[config.mk]
export PLATFORM = sky130hd
export DESIGN_NAME = dispatch_pipe_reg
export DESIGN_NICKNAME = d
export VERILOG_FILES = /design/src/rtl/dispatch_pipe_reg.sv
export SDC_FILE = /design/constraint.sdc
export NUM_CORES = 1
export LEC_CHECK = 0
export CELL_PAD_IN_SITES_DETAIL_PLACEMENT = 1
export CELL_PAD_IN_SITES_GLOBAL_PLACEMENT = 1
export CORE_ASPECT_RATIO = 0.6
export CORE_UTILIZATION = 39
export CTS_CLUSTER_DIAMETER = 100
export DETAILED_ROUTE_END_ITERATION = 10
export GPL_TIMING_DRIVEN = 0
export PLACE_DENSITY = 0.9
export SYNTH_ARGS = -nofsm -noshare
export SYNTH_HDL_FRONTEND = slang
export SYNTH_SLANG_ARGS = --single-unit
[constraint.sdc]
create_clock -name clk -period 2.8 [get_ports clk]
set_input_delay 0.28 -clock clk [delete_from_list [all_inputs] [get_ports clk]]
set_output_delay 0.28 -clock clk [all_outputs]
set_load 0.01 [all_outputs]
[src/rtl/dispatch_pipe_reg.sv]
// rtl/dispatch_pipe_reg.sv - decode-to-execute pipeline register with per-unit dispatch handshakes
module dispatch_pipe_reg #(
   parameter int DATA_W    = 160,
   parameter int NUM_UNITS = 3,
   parameter int SKID      = 1
) (
   input  logic                 clk,
   input  logic                 reset_n,
   input  logic                 flush,
   input  logic                 valid_in,
   output logic                 ready_out,
   input  logic [DATA_W-1:0]    data_in,
   input  logic [NUM_UNITS-1:0] unit_sel_in,
   output logic                 valid_out,
   input  logic                 ready_in,
   output logic [DATA_W-1:0]    data_out,
   output logic [NUM_UNITS-1:0] valid_out_unit,
   input  logic [NUM_UNITS-1:0] ready_in_unit,
   output logic [1:0]           occupancy
);

   localparam bit HAS_SKID = (SKID != 0);

   // head entry: payload, pending unit mask, main-path-done flag
   logic                 h_valid_q, h_valid_d;
   logic [DATA_W-1:0]    h_data_q, h_data_d;
   logic [NUM_UNITS-1:0] p_q, p_d;
   logic                 m_q, m_d;
   // skid entry: only ever occupied when SKID is enabled
   logic                 s_valid_q, s_valid_d;
   logic [DATA_W-1:0]    s_data_q, s_data_d;
   logic [NUM_UNITS-1:0] s_sel_q, s_sel_d;

   logic                 main_acc;
   logic [NUM_UNITS-1:0] unit_acc;
   logic                 retire;
   logic                 head_free;
   logic                 load;

   // handshake decode; flush masks every offer so nothing is consumed while killing
   always_comb begin
      valid_out      = h_valid_q & ~m_q & ~flush;
      valid_out_unit = p_q & {NUM_UNITS{h_valid_q & ~flush}};
      main_acc       = valid_out & ready_in;
      unit_acc       = valid_out_unit & ready_in_unit;
      retire         = h_valid_q & ~flush & (m_q | main_acc) & ((p_q & ~unit_acc) == '0);
      head_free      = ~h_valid_q | retire;
      // with a skid slot, ready depends only on state so it can be timed from a flop
      ready_out      = HAS_SKID ? ~s_valid_q : head_free;
      load           = valid_in & ready_out & ~flush;
      data_out       = h_data_q;
      occupancy      = {1'b0, h_valid_q} + {1'b0, s_valid_q};
   end

   // next-state: flush wins, then head refill from skid (older) before fresh input
   always_comb begin
      h_valid_d = h_valid_q;
      h_data_d  = h_data_q;
      p_d       = p_q & ~unit_acc;
      m_d       = m_q | main_acc;
      s_valid_d = s_valid_q;
      s_data_d  = s_data_q;
      s_sel_d   = s_sel_q;
      if (flush) begin
         h_valid_d = 1'b0;
         h_data_d  = '0;
         p_d       = '0;
         m_d       = 1'b0;
         s_valid_d = 1'b0;
         s_data_d  = '0;
         s_sel_d   = '0;
      end else if (head_free) begin
         if (HAS_SKID && s_valid_q) begin
            h_valid_d = 1'b1;
            h_data_d  = s_data_q;
            p_d       = s_sel_q;
            m_d       = 1'b0;
            if (load) begin
               s_data_d = data_in;
               s_sel_d  = unit_sel_in;
            end else begin
               s_valid_d = 1'b0;
               s_data_d  = '0;
               s_sel_d   = '0;
            end
         end else if (load) begin
            h_valid_d = 1'b1;
            h_data_d  = data_in;
            p_d       = unit_sel_in;
            m_d       = 1'b0;
         end else begin
            h_valid_d = 1'b0;
            h_data_d  = '0;
            p_d       = '0;
            m_d       = 1'b0;
         end
      end else if (HAS_SKID && load) begin
         s_valid_d = 1'b1;
         s_data_d  = data_in;
         s_sel_d   = unit_sel_in;
      end
   end

   // state registers with asynchronous active-low reset
   always_ff @(posedge clk or negedge reset_n) begin
      if (!reset_n) begin
         h_valid_q <= 1'b0;
         h_data_q  <= '0;
         p_q       <= '0;
         m_q       <= 1'b0;
         s_valid_q <= 1'b0;
         s_data_q  <= '0;
         s_sel_q   <= '0;
      end else begin
         h_valid_q <= h_valid_d;
         h_data_q  <= h_data_d;
         p_q       <= p_d;
         m_q       <= m_d;
         s_valid_q <= s_valid_d;
         s_data_q  <= s_data_d;
         s_sel_q   <= s_sel_d;
      end
   end

endmodule
==> impl_metrics.yaml <==
status:
  status: "completed"
setup_path:
  required_ns: 3.20
  critPathMaxFanout: 10
  worstSetupPathType: "reg -> reg"
  crit_path_end_kind: "flop"
  critPathLaunchType: "flop"
  critPathArrivalTime_ns: 3.03
routing:
  drt_first_iter_violations: 714
  finalWirelength_um: 48380
  vias_per_cell: 5.701
  vias: 11310
  firstDrtPassIters: 7
  ant_nets: 0
  wl_per_cell_um: 24.40
  drc: 0
job:
  max_cap_violations: 0
placement:
  pre_cts_ws_ns: -0.7245
  postPlaceCellArea_um2: 17640
  port_buffers: 337
  place_hpwl_um: 33560
  gp_congestion: 0.8189
clock_network:
  clk_latency_ns: 0.52
  clk_pin_slew_worst_paths_ns: 0.07
  clock_sinks: 329
  cts_tree: "done"
  cts_max_path_buffers: 3
  cts_max_level: 2
  cts_root_buf: "clkbuf_16"
  cts_buffers: 34
grt:
  gr-usage-met1: 0.3564
  grt_util_met3: 0.06028
  grt_pass1_vias: 12460
  grt_max_degree: 120
  grt_busiest_layer: "met2"
  grt_use_total: 0.2721
  grt_use_met2: 0.4415
  antenna_found_initial: 7
  grt_pass1_wl_um: 75290
  grt-ovfl-total: 0
cells_and_area:
  area_growth_pct: 38.68
  finalNetCount: 1665
  drive_above_1_share: 0.1332
  final_cell_mix: "336 x clkdlybuf4s50_1, 329 x dfrtp_1, 170 x nor2_1, 164 x a22o_1, 161 x a22oi_1"
  fin_area_um2: 18910
  layout_commonest_cell: "clkdlybuf4s50_1"
sta:
  tightest_slew_ns: 1.025
  finalWorstSetupSlack_ns: 0.1704
  finClkSkew_ns: 0.01526
  fin_crit_ns: 2.630
  max_freq_ghz: 0.3803
  hold_slack_ns: 0.3978
  finalSetupViolations: 0
  hold_viol: 0
  worst_slew_margin_rel: 0.3170
  slew_viol_final: 0
  rsz0062_at_grt: "no"
  finalCritPeriodShare: 0.9391
yosys:
  yosysSeqAreaShare: 0.6039
  synth-seq-cells: 329
  synth_cells: 1115
  synth_area_um2: 13630
  yosysUniqueCellTypes: 23
  syn_nets: 1287
  yosys_warnings: 0
  avgSynthCellArea_um2: 12.23
floorplan:
  placementRows: 52
  dieHeight_um: 146.8
  pin_count: 338
  core_area_um2: 34030
  die_w_um: 243.4
  fp.dieArea_um2: 35730
  initial_core_util: 0.4006
min_path:
  hold_path.class: "in -> async"
pwr:
  p_total_w: 0.01168
  p_leak_nw: 8.579
  power_density_nw_per_um2: 617.7
  ir_worst_vdd_mv: 0.3953
-- synth_stat cells --
cell,n,area share
buf_1,7,0.0019
buf_2,23,0.0084
nor2b_1,5,0.0023
nand2b_1,2,0.00092
nor3_1,2,0.00073
a211oi_1,2,0.0011
ha_1,1,0.00092
inv_1,1,0.00028
a22oi_1,161,0.089
clkbuf_1,75,0.021
o41ai_2,1,0.0012
o41ai_4,1,0.0020
o2bb2ai_2,1,0.0011
nor2_1,170,0.047
nor2_2,1,0.00046
a22o_1,164,0.11
nor4bb_1,2,0.0015
o21ai_0,1,0.00037
and2_1,3,0.0014
a21oi_1,53,0.019
o31ai_1,1,0.00055
mux2_2,109,0.090
dfrtp_1,329,0.60
-- stage by stage --
stage	TNS, ns	util	cells
2_1_floorplan	0	-	1115
3_3_place_gp	-4304.03	0.5167	1911
3_5_place_dp	-102.23	0.5184	1913
4_1_cts	0	0.5550	1976
5_1_grt	0	0.5556	1983
6_report	0	0.5556	1983
-- kinds of logic after synthesis --
group	Yosys count	synth area share
AOI/OAI and AO/OA	385	0.2198
adders and majority gates	1	0.0009176
buffers and inverters	106	0.03130
DFF	329	0.6039
muxes	109	0.09003
and+or+nand+nor	185	0.05406
-- worst paths after layout --
| check | startpoint | endpoint | slack (ns) | cells after the start |
|---|---|---|---|---|
| setup / recovery | p_q[1] | data_out[47] | 0.17 | 5 |
| hold / removal | reset_n | s_data_q[24] | 0.40 | 2 |
| setup reg to reg | p_q[1] | data_out[47] | 0.17 | 5 |
| hold reg to reg | data_out[56] | data_out[56] | 0.50 | 1 |
| max in group asynchronous | reset_n | s_data_q[90] | 1.30 | 3 |
| min in group clk | data_in[14] | s_data_q[14] | 0.40 | 2 |
-- state kept, by name, summed over array words and instances, names as in the netlist --
name	flops
p_q	3
h_valid_q	1
s_valid_q	1
data_out	160
s_sel_q	3
s_data_q	160
m_q	1
-- power breakdown --
part	total [W]	internal [W]	switching (W)	leakage, nW
logic	0.00160	0.000775	0.000825	3.51
clock network	0.00494	0.00297	0.00197	0.593
registers	0.00514	0.00499	0.000152	4.47
total	0.0117	0.00874	0.00294	8.58
-- worst max-delay path: stages, from the launching register on --
cell     delay, ns
dfrtp_1       0.37
nor2b_1       0.20
o41ai_4       0.62
buf_2         0.56
buf_2         0.37
mux2_2        0.38
-- metal layers --
metal	routed length (um)	up-vias
met4	1785	0
met1	20480	5917
met5	0	-
met2	23200	381
met3	2920	97
li1	-	4911
-- cell type report --
cell class | instances | area (um2)
diodes | 7 | 17.52
plain buffers | 105 | 429.2
clock buffers | 46 | 999.7
clock inverters | 14 | 197.7
fillers | 3499 | 15120
inverters | 1 | 3.754
multi-input cells | 680 | 4994
flip-flops and latches | 329 | 8233
well taps | 459 | 574.3
repair buffers | 342 | 3458
-- repair_timing --
item,CTS,global route
gates resized for setup,5,6
hold buffers,1,0
setup buffers,2,0
pin swaps,1,0
hold endpoints to repair,91,0
endpoints found under the setup margin,171,48
(Power assumes the default switching activity.)
